--- config.mk ---
export PLATFORM = sky130hd
export DESIGN_NAME = muldiv_seq_flat
export DESIGN_NICKNAME = d
export VERILOG_FILES = /design/src/rtl/muldiv_if.sv /design/src/rtl/muldiv_seq.sv /design/src/flat_wrapper.sv
export SDC_FILE = /design/constraint.sdc
export NUM_CORES = 1
export LEC_CHECK = 0
export CELL_PAD_IN_SITES_DETAIL_PLACEMENT = 2
export CELL_PAD_IN_SITES_GLOBAL_PLACEMENT = 2
export CORE_ASPECT_RATIO = 1.75
export CORE_MARGIN = 8
export CORE_UTILIZATION = 35
export CTS_CLUSTER_DIAMETER = 40
export DETAILED_ROUTE_END_ITERATION = 12
export PLACE_DENSITY_LB_ADDON = 0.2
export SYNTH_ARGS = -nofsm -noshare
export SYNTH_HDL_FRONTEND = slang
export SYNTH_SLANG_ARGS = --single-unit
--- constraint.sdc ---
create_clock -name clk -period 6.7 [get_ports clk]
set_clock_uncertainty 0.05 [all_clocks]
set_input_delay 0.67 -clock clk [delete_from_list [all_inputs] [get_ports clk]]
set_output_delay 0.67 -clock clk [all_outputs]
set_load 0.005 [all_outputs]
--- src/rtl/muldiv_if.sv ---
// muldiv_if: request/response bundle between the execute stage and the
// multi-cycle RV32M sequencer.
//   start_i  : request strobe, accepted when ready_o && start_i && !kill_i
//   op_i     : alu_ops_e code (5 bits), sampled at accept
//   a_i/b_i  : rs1 / rs2 operands, sampled at accept
//   kill_i   : pipeline flush, aborts any in-flight operation
//   ready_o  : sequencer idle and able to accept
//   done_o   : one-cycle pulse, result_o valid in that cycle
//   result_o : last result, held until the next done_o
// master = execute stage side, slave = sequencer side.
interface muldiv_if #(
  parameter int XLEN = 32
);
  logic            start_i;
  logic [4:0]      op_i;
  logic [XLEN-1:0] a_i;
  logic [XLEN-1:0] b_i;
  logic            kill_i;
  logic            ready_o;
  logic            done_o;
  logic [XLEN-1:0] result_o;

  modport master (
    output start_i, op_i, a_i, b_i, kill_i,
    input  ready_o, done_o, result_o
  );

  modport slave (
    input  start_i, op_i, a_i, b_i, kill_i,
    output ready_o, done_o, result_o
  );
endinterface

--- src/rtl/muldiv_seq.sv ---
// muldiv_seq: multi-cycle sequencer for RV32M (MUL..REMU).
// Runs a 32-iteration shift-add multiply or restoring divide on operand
// magnitudes, applies sign fix-up and returns one registered result.
// Divide-by-zero and signed overflow are resolved at accept and skip the
// iteration phase.
// Ports:
//   clk : rising-edge clock
//   rst : asynchronous active-high reset
//   bus : muldiv_if.slave (start/op/a/b/kill in, ready/done/result out)
module muldiv_seq #(
  parameter int XLEN = 32
) (
  input  logic     clk,
  input  logic     rst,
  muldiv_if.slave  bus
);

  localparam logic [4:0] OP_MUL    = 5'b01110;
  localparam logic [4:0] OP_MULH   = 5'b01111;
  localparam logic [4:0] OP_MULHSU = 5'b10000;
  localparam logic [4:0] OP_MULHU  = 5'b10001;
  localparam logic [4:0] OP_DIV    = 5'b10010;
  localparam logic [4:0] OP_DIVU   = 5'b10011;
  localparam logic [4:0] OP_REM    = 5'b10100;
  localparam logic [4:0] OP_REMU   = 5'b10101;

  typedef enum logic [1:0] {
    S_IDLE = 2'd0,
    S_CALC = 2'd1,
    S_FIX  = 2'd2,
    S_DONE = 2'd3
  } state_e;

  state_e r_state;
  state_e w_state_nxt;

  logic [4:0]        r_op;
  logic              r_sign;
  logic [5:0]        r_cnt;
  logic [XLEN-1:0]   r_opnd;    // multiplicand (mul) or divisor (div) magnitude
  logic [2*XLEN-1:0] r_acc;     // mul: product:multiplier, div: remainder:quotient
  logic [XLEN-1:0]   r_result;

  // Accept-time decode
  logic            w_legal;
  logic            w_accept;
  logic            w_is_div;
  logic            w_signed_a;
  logic            w_signed_b;
  logic            w_neg_a;
  logic            w_neg_b;
  logic [XLEN-1:0] w_abs_a;
  logic [XLEN-1:0] w_abs_b;
  logic            w_sign;
  logic            w_div0;
  logic            w_ovf;
  logic            w_special;
  logic [XLEN-1:0] w_special_res;

  // Iteration and fix-up datapath
  logic            r_is_div;
  logic [XLEN:0]   w_mul_sum;
  logic [XLEN:0]   w_rem_sh;
  logic [XLEN:0]   w_diff;
  logic [2*XLEN-1:0] w_acc_nxt;
  logic [2*XLEN-1:0] w_prod;
  logic [XLEN-1:0] w_quo;
  logic [XLEN-1:0] w_rem;
  logic [XLEN-1:0] w_fix_res;

  // ---------------------------------------------------------------------
  // Accept decode
  // ---------------------------------------------------------------------
  always_comb begin
    w_legal    = (bus.op_i >= OP_MUL) && (bus.op_i <= OP_REMU);
    w_accept   = (r_state == S_IDLE) && bus.start_i && !bus.kill_i && w_legal;
    w_is_div   = (bus.op_i >= OP_DIV);
    w_signed_a = (bus.op_i == OP_MULH) || (bus.op_i == OP_MULHSU) ||
                 (bus.op_i == OP_DIV)  || (bus.op_i == OP_REM);
    w_signed_b = (bus.op_i == OP_MULH) || (bus.op_i == OP_DIV) || (bus.op_i == OP_REM);
    w_neg_a    = w_signed_a && bus.a_i[XLEN-1];
    w_neg_b    = w_signed_b && bus.b_i[XLEN-1];
    // Negating 0x8000_0000 yields 0x8000_0000, which read unsigned is 2^31.
    w_abs_a    = w_neg_a ? -bus.a_i : bus.a_i;
    w_abs_b    = w_neg_b ? -bus.b_i : bus.b_i;
    // Remainder takes the dividend's sign; quotient and products take a^b.
    w_sign     = (bus.op_i == OP_REM) ? w_neg_a : (w_neg_a ^ w_neg_b);

    w_div0     = w_is_div && (bus.b_i == '0);
    w_ovf      = ((bus.op_i == OP_DIV) || (bus.op_i == OP_REM)) &&
                 (bus.a_i == {1'b1, {(XLEN-1){1'b0}}}) && (bus.b_i == '1);
    w_special  = w_div0 || w_ovf;

    w_special_res = '0;
    if (w_div0) begin
      w_special_res = ((bus.op_i == OP_DIV) || (bus.op_i == OP_DIVU)) ? '1 : bus.a_i;
    end else if (w_ovf) begin
      w_special_res = (bus.op_i == OP_DIV) ? bus.a_i : '0;
    end
  end

  // ---------------------------------------------------------------------
  // One iteration step and the fix-up result
  // ---------------------------------------------------------------------
  always_comb begin
    r_is_div  = (r_op >= OP_DIV);

    // Multiply: conditionally add multiplicand into the upper half, shift right.
    w_mul_sum = {1'b0, r_acc[2*XLEN-1:XLEN]} + (r_acc[0] ? {1'b0, r_opnd} : '0);

    // Divide: the shifted remainder can reach 33 bits when the divisor is
    // above 2^31, so the trial subtract keeps that extra bit; diff[XLEN]
    // set means the subtraction borrowed.
    w_rem_sh  = r_acc[2*XLEN-1:XLEN-1];
    w_diff    = w_rem_sh - {1'b0, r_opnd};

    if (r_is_div) begin
      if (!w_diff[XLEN]) begin
        w_acc_nxt = {w_diff[XLEN-1:0], r_acc[XLEN-2:0], 1'b1};
      end else begin
        w_acc_nxt = {w_rem_sh[XLEN-1:0], r_acc[XLEN-2:0], 1'b0};
      end
    end else begin
      w_acc_nxt = {w_mul_sum, r_acc[XLEN-1:1]};
    end

    w_prod = r_sign ? -r_acc : r_acc;
    w_quo  = r_sign ? -r_acc[XLEN-1:0] : r_acc[XLEN-1:0];
    w_rem  = r_sign ? -r_acc[2*XLEN-1:XLEN] : r_acc[2*XLEN-1:XLEN];

    case (r_op)
      OP_MUL:                        w_fix_res = w_prod[XLEN-1:0];
      OP_MULH, OP_MULHSU, OP_MULHU:  w_fix_res = w_prod[2*XLEN-1:XLEN];
      OP_DIV, OP_DIVU:               w_fix_res = w_quo;
      default:                       w_fix_res = w_rem;
    endcase
  end

  // ---------------------------------------------------------------------
  // FSM
  // ---------------------------------------------------------------------
  // NOTE: sequential state uses non-blocking assignments so every flop
  // samples pre-edge values regardless of block ordering.
  always_ff @(posedge clk or posedge rst) begin
    if (rst) r_state <= S_IDLE;
    else     r_state <= w_state_nxt;
  end

  // NOTE: next-state is defaulted first so no path through the case can
  // leave it unassigned and infer a latch.
  always_comb begin
    w_state_nxt = r_state;
    unique case (r_state)
      S_IDLE: begin
        if (w_accept) w_state_nxt = w_special ? S_DONE : S_CALC;
      end
      S_CALC: begin
        if (bus.kill_i)          w_state_nxt = S_IDLE;
        else if (r_cnt == 6'd31) w_state_nxt = S_FIX;
      end
      S_FIX: begin
        w_state_nxt = bus.kill_i ? S_IDLE : S_DONE;
      end
      S_DONE: begin
        w_state_nxt = S_IDLE;
      end
    endcase
  end

  // ---------------------------------------------------------------------
  // Datapath registers
  // ---------------------------------------------------------------------
  // NOTE: the working registers are reset alongside result_o so a reset
  // leaves no stale operand or counter state behind.
  always_ff @(posedge clk or posedge rst) begin
    if (rst) begin
      r_op     <= '0;
      r_sign   <= 1'b0;
      r_cnt    <= '0;
      r_opnd   <= '0;
      r_acc    <= '0;
      r_result <= '0;
    end else begin
      case (r_state)
        S_IDLE: begin
          if (w_accept) begin
            r_op   <= bus.op_i;
            r_sign <= w_sign;
            r_cnt  <= '0;
            if (w_is_div) begin
              r_opnd <= w_abs_b;
              r_acc  <= {{XLEN{1'b0}}, w_abs_a};
            end else begin
              r_opnd <= w_abs_a;
              r_acc  <= {{XLEN{1'b0}}, w_abs_b};
            end
            if (w_special) r_result <= w_special_res;
          end
        end
        S_CALC: begin
          r_acc <= w_acc_nxt;
          r_cnt <= r_cnt + 6'd1;
        end
        S_FIX: begin
          if (!bus.kill_i) r_result <= w_fix_res;
        end
        default: ;
      endcase
    end
  end

  assign bus.ready_o  = (r_state == S_IDLE);
  assign bus.done_o   = (r_state == S_DONE) && !bus.kill_i;
  assign bus.result_o = r_result;

endmodule

--- src/flat_wrapper.sv ---
// flat-port wrapper written by rule: the top's interface ports become plain ports
module muldiv_seq_flat 
#(
  parameter int XLEN = 32
)
  (clk, rst, bus_start_i, bus_op_i, bus_a_i, bus_b_i, bus_kill_i, bus_ready_o, bus_done_o, bus_result_o);
  muldiv_if #(.XLEN(XLEN)) bus_i ();
  input  logic clk;
  input  logic rst;
  input wire logic [$bits(bus_i.start_i)-1:0] bus_start_i;
  input wire logic [$bits(bus_i.op_i)-1:0] bus_op_i;
  input wire logic [$bits(bus_i.a_i)-1:0] bus_a_i;
  input wire logic [$bits(bus_i.b_i)-1:0] bus_b_i;
  input wire logic [$bits(bus_i.kill_i)-1:0] bus_kill_i;
  output wire logic [$bits(bus_i.ready_o)-1:0] bus_ready_o;
  output wire logic [$bits(bus_i.done_o)-1:0] bus_done_o;
  output wire logic [$bits(bus_i.result_o)-1:0] bus_result_o;
  assign bus_i.start_i = bus_start_i;
  assign bus_i.op_i = bus_op_i;
  assign bus_i.a_i = bus_a_i;
  assign bus_i.b_i = bus_b_i;
  assign bus_i.kill_i = bus_kill_i;
  assign bus_ready_o = bus_i.ready_o;
  assign bus_done_o = bus_i.done_o;
  assign bus_result_o = bus_i.result_o;
  muldiv_seq #(.XLEN(XLEN)) u_core (.clk(clk), .rst(rst), .bus(bus_i));
endmodule
# Word-level counts from Yosys, hierarchy flattened

Index checks and enable logic that the tools add are counted.

Equal/unequal tests: 21
Reductions and logical operators: 29
Bitwise operators: 1
Magnitude comparators: 4
Add/subtract/negate cells: 8
Mux-type cells: 30

Operator list:

| kind                 | number |
|---|---|
| $mux 32              | 14 |
| $mux 64              | 4 |
| $neg 32->32          | 4 |
| $pmux 64 s2          | 1 |
| $pmux 32 s3          | 1 |
| $eq 32x32->1 const B | 2 |
| $neg 64->64          | 1 |
| $pmux 32 s2          | 1 |
| $eq 5x5->1 const B   | 8 |
| $add 32x33->33       | 1 |
| $sub 33x32->33       | 1 |
| $logic_not 32->1     | 1 |
| $eq 5x4->1 const B   | 3 |
| $pmux 6 s2           | 1 |
| $ge 5x5->1 const B   | 2 |
| $logic_and 1x1->1    | 10 |
| $mux 2               | 5 |
| $logic_or 1x1->1     | 8 |
| $pmux 2 s4           | 1 |
| $add 6x1->6 const B  | 1 |
| $eq 6x5->1 const B   | 1 |
| $mux 6               | 1 |
| $reduce_and 2->1     | 3 |
| $ge 5x4->1 const B   | 1 |
| other kinds (14)     | 17 |

Input bits: 73
Register bits after elaboration: 142
Logic and storage cells: 100

# Longest topological paths before layout

Depth after elaboration: 9
Depth in mapped cells: 14
Depth with buffers taken out: 13

# Worst setup path after synthesis

OpenSTA, ideal clock, no wires.

Path kind: input -> register
Start point: input port bus_b_i[7]
End point: register u_core.r_result[1] (netlist: u_core.bus.result_o[1])
Stages: 10
Path buffers: 2
Data arrival time: 3.487 ns
Slack: 3.099 ns
Library setup time: 0.064 ns
Data required time: 6.586 ns
Cells stage by stage: or4_4 or3_4 or4b_1 clkbuf_2 or4_4 nor4b_4 buf_6 o21ai_2 a211oi_1 a21o_1

Longest elaborated chain between the ends: 7

RTL lines:

| item                 | line               | source |
|---|---|---|
| from (decl)          | flat_wrapper.sv:13 | `input wire logic [$bits(bus_i.b_i)-1:0] bus_b_i;` |
| $eq 32x32->1         | muldiv_seq.sv:91   | `(bus.a_i == {1'b1, {(XLEN-1){1'b0}}}) && (bus.b_i == '1);` |
| $logic_and 1x1->1    | muldiv_seq.sv:91   |  |
| $mux 32              | muldiv_seq.sv:97   | `end else if (w_ovf) begin` |
| $mux 32              | muldiv_seq.sv:95   | `if (w_div0) begin` |
| $mux 32              | muldiv_seq.sv:197  | `if (w_special) r_result <= w_special_res;` |
| $mux 32              | muldiv_seq.sv:186  | `if (w_accept) begin` |
| $pmux 32 s2          | muldiv_seq.sv:184  | `case (r_state)` |
| to (signal assigned) | muldiv_seq.sv:197  |  |
| to (signal assigned) | muldiv_seq.sv:205  | `if (!bus.kill_i) r_result <= w_fix_res;` |
| to (decl)            | muldiv_seq.sv:42   | `logic [XLEN-1:0] r_result;` |

Parallel ways exist; a longest one is shown, timed or not. The select of a mux whose other input is x is not followed.
A chain may end at the register's enable or synchronous reset.

# Final worst setup path

Start point: register u_core.r_acc[31]
End point: register u_core.r_acc[32]

Longest elaborated chain between the ends: 4

RTL lines:

| item                   | line              | source |
|---|---|---|
| from (decl)            | muldiv_seq.sv:41  | `logic [2*XLEN-1:0] r_acc;` |
| from (signal assigned) | muldiv_seq.sv:192 | `r_acc <= {{XLEN{1'b0}}, w_abs_a};` |
| from (signal assigned) | muldiv_seq.sv:195 | `r_acc <= {{XLEN{1'b0}}, w_abs_b};` |
| from (signal assigned) | muldiv_seq.sv:201 | `r_acc <= w_acc_nxt;` |
| $sub 33x32->33         | muldiv_seq.sv:115 | `w_diff = w_rem_sh - {1'b0, r_opnd};` |
| $mux 64 *              | muldiv_seq.sv:118 | `if (!w_diff[XLEN]) begin` |
| $mux 64 *              | muldiv_seq.sv:117 | `if (r_is_div) begin` |
| $pmux 64 s2 *          | muldiv_seq.sv:184 |  |

Mark *: on every way between the ends. The rest lies on a longest branch, timed or not.

==> summary.md <==
| Metric | Value |
|---|---|
| Final worst-path cycle share | `0.7191` |
| Register area share after synthesis | `0.2412` |
| Final WL | `about 72 mm` |
| Pre-Repair DR Iteration Count | `5` |
| Setup_tns | `0 ns` |
| Lkg Pwr | `around 6.9 nW` |
| Critical path peak fanout | `23` |
| # IOs | `roughly 110` |
| Antenna cell count | `0` |
| Fin cells | `approximately 2600` |
| Number of synthesis warnings | `0` |
| Clock sinks | `about 140` |
| Most common cell in the synthesized netlist | `nand2_1` |
| Synth Flop Type | `dfrtp_1` |
| Worst Tran Pin Value | `around 1.2 ns` |
| Synthesized area | `~15000 sq um` |
| Congestion Overflow GR | `0` |
| Async set or reset register ratio after synthesis | `1.000` |
| Top cells by area, synth | `dfrtp_1, nand2_1, o21ai_0` |
| Clk_lat worst skew | `roughly 0.46 ns` |
| RR Startpoint | `u_core.r_acc[31]` |
| RSZ-0062 raised after global routing | `no` |
| Hold EP | `u_core.bus.result_o[14]` |
| Dpl cells | `between 2000 and 3000` |
| Fmax | `0.2076 GHz` |
| Initial antenna violation count | `1` |
| Fin nets | `about 2100` |
| CTS tree | `done` |
| Cells on worst reg2reg path | `14` |
| Remaining antenna violation count | `0` |
| Max Root-Sink Buffers | `2` |
| Critical Path Slowest Stage Cell | `a21oi_1` |
| VDD IR max | `roughly 0.2 mV` |
| Critical Path AT | `between 5 and 6 ns` |
| Placeable Area | `approximately 42000 sq um` |
| Layout cell share with drive strength beyond 1 | `0.04764` |
| Dpl hpwl | `57.65 mm` |
| Sw frac | `0.5152` |
| Post-synth top cells | `nand2_1, o21ai_0, nor2_1` |
| Buffers on Ports | `between 100 and 150` |
| Syn_area_per_cell | `approximately 7.4 sq um` |
| DRC Markers | `0` |
| Die area | `roughly 49000 sq um` |
| Max-cap check violation count | `0` |
| CP required | `7.00 ns` |
| Initial core utilization | `0.3540` |
| Tmin final | `about 4.8 ns` |
| CP peak stage delay | `about 0.52 ns` |
| First-pass GRT wire length | `between 100 and 150 mm` |
| Worst-path clk slew | `~0.07 ns` |
| R2r setup slk | `1.88 ns` |
| Slew Limit Fails | `0` |
| Vias | `between 15000 and 20000` |
| Setup violations, final | `0` |
| Library cells used by synthesis | `77` |
| Critical R2R Capture | `u_core.r_acc[32]` |
| CP Cell Sequence | `inv_1, ha_1, fa_1, nand2b_1, a21oi_1, o211ai_1, a21oi_1, o41ai_1, buf_4, nor3_1, or3_2, buf_4, mux2_2, o221ai_1` |
| Syn_nets | `between 2000 and 2500` |
| Hold Path Stages | `1` |
| FP Rows | `about 100` |
| Largest net degree at the start of global routing | `87` |
| Number of synthesized register bits | `around 140` |
| Buf/Inv on CP | `3` |
| Gates resized, CTS repair | `0` |
| Die Wd | `about 170 um` |
| Post-Syn Instances | `about 2000` |
| Worst slew margin | `0.2147` |
| Cell Pwr Density | `a little under 400 nW/um^2` |
| H-tree levels | `4` |
| Number of synthesized flops with an enable pin | `0` |
| CP Capture Type | `flip-flop` |
| CTS hold repair buffers | `0` |
| TritonCTS buffer count | `17` |
| Die height | `around 290 um` |
| Sw Pwr | `3.425 mW` |
| Worst Hold Class | `reg2reg` |
| Startpoint types | `flip-flop` |
| DR WL/cell | `roughly 28 um` |
| Tot GR Track Use | `0.2952` |
| Setup Crit Path Kind | `reg2reg` |
| Share of Yosys cell area claimed by the top area cell type | `0.2412` |
| Synth area leader | `dfrtp_1` |
| Area Overhead vs Synth | `14.00%` |
| Flop pwr share | `0.242` |
| DRT iter0 DRCs | `between 600 and 700` |
| Vias/cell | `6.299` |
| Clk pwr share | `0.155` |
| Post-CTS Setup Bufs | `0` |
| Vias in the first global route | `17910` |
| Run status | `complete, no violations` |
| Start point of the worst hold path | `u_core.bus.result_o[14]` |
| CTS Root Cell | `clkbuf_16` |
| Routability cong. | `just over 0.9` |
| Internal power | `between 3 and 4 mW` |
| Final Hold Vio Count | `0` |
| Top delay family on crit path | `compound AO/OA/AOI/OAI gates` |
| Gate power share | `0.603` |
## how the worst max path moves through the flow
stage	endpoint	slack (ns)	from	cells after the start
global placement	u_core.bus.result_o[8]	1.82	bus_b_i[22]	10
finish	u_core.r_acc[32]	1.88	u_core.r_acc[31]	14
floorplan	u_core.bus.result_o[0]	2.17	rst	1
detailed placement	u_core.bus.result_o[8]	1.72	bus_b_i[22]	10
CTS	u_core.r_acc[32]	1.91	u_core.r_acc[32]	13
global route	u_core.r_acc[32]	1.65	u_core.r_acc[31]	14
## cells by family (layout without fill, tap and decap cells)
family	after synthesis	after routing	synth area share
multiplexers	34	34	0.02335
XOR/XNOR	180	180	0.1070
adder cells (fa/ha/maj)	72	72	0.06217
flip-flops	142	142	0.2412
AND/OR/NAND/NOR	678	678	0.2167
buffers and inverters	206	230	0.05452
AO/OA/AOI/OAI	679	679	0.2950
## worst register-to-register path, cell delays in order (launching register included)
cell and delay (ns):
dfrtp_1 0.45, inv_1 0.13, ha_1 0.24, fa_1 0.42, nand2b_1 0.19, a21oi_1 0.28, o211ai_1 0.21, a21oi_1 0.52
o41ai_1 0.17, buf_4 0.18, nor3_1 0.44, or3_2 0.42, buf_4 0.44, mux2_2 0.42, o221ai_1 0.15
## flip-flops by register name (all words and copies together), names as in the netlist
register             count
u_core.bus.result_o     32
u_core.r_sign            1
u_core.r_cnt             6
u_core.r_op              5
u_core.r_opnd           32
u_core.r_acc            64
u_core.r_state           2
## power by group through the flow
stage          logic, mW  registers, mW  clock network (mW)
2_1_floorplan       2.89           1.31                   0
3_3_place_gp        3.76           1.57                   0
3_5_place_dp        3.93           1.60                   0
4_1_cts             3.99           1.59                1.04
5_1_grt             4.37           1.64                1.08
6_report            4.01           1.61                1.03
## metal layers
metal	up-vias	wire [um]	GRT usage
li1	7297	-	-
met1	8216	25660	0.2947
met2	454	37850	0.5410
met3	219	2236	0.03382
met4	2	6393	0.2365
met5	-	12	0
## layout by cell type, fill, tap and decap left out, types with 13 or more instances in the layout
master | netlist | final
a211oi_1 | 53 | 53
a21o_1 | 36 | 36
a21oi_1 | 134 | 134
a22oi_1 | 17 | 17
a31oi_1 | 37 | 37
and3_1 | 13 | 13
buf_4 | 2 | 29
clkbuf_16 | 0 | 17
clkdlybuf4s50_1 | 0 | 106
dfrtp_1 | 142 | 141
ha_1 | 70 | 70
inv_1 | 63 | 62
mux2i_1 | 31 | 31
nand2_1 | 260 | 259
nand2b_1 | 17 | 17
nand3_1 | 35 | 35
nand4_1 | 26 | 26
nor2_1 | 175 | 173
nor3_1 | 32 | 32
nor4_1 | 21 | 21
o211ai_1 | 49 | 49
o21a_1 | 16 | 16
o21ai_0 | 191 | 191
o31ai_1 | 36 | 35
o41ai_1 | 21 | 21
or3_1 | 20 | 19
or4_1 | 21 | 21
xnor2_1 | 93 | 93
xor2_1 | 87 | 87
## metrics by stage
| stage | hold slack, ns | setup slack, ns | cell area [sq um] | utilization | power [mW] |
|---|---|---|---|---|---|
| finish | 0.4327 | 1.882 | 16800 | 0.4036 | 6.647 |
| global route | 0.4605 | 1.649 | 16800 | 0.4036 | 7.084 |
| global placement | 0.4107 | 1.823 | 16190 | 0.3889 | 5.334 |
| detailed placement | 0.4216 | 1.721 | 16190 | 0.3889 | 5.535 |
| floorplan | 0.3984 | 2.170 | 14730 | - | 4.199 |
| CTS | 0.4363 | 1.906 | 16800 | 0.4036 | 6.625 |
## final cells by class
| class | instances | area [sq um] |
|---|---|---|
| clock inverter | 12 | 161.4 |
| multi-input combinational | 1643 | 10420 |
| sequential | 142 | 3555 |
| clock buffer | 20 | 446.7 |
| inverter | 63 | 241.5 |
| timing repair buffer | 135 | 1279 |
| fill | 4968 | 24820 |
| tap | 555 | 694.4 |
(Power assumes the default switching activity.)
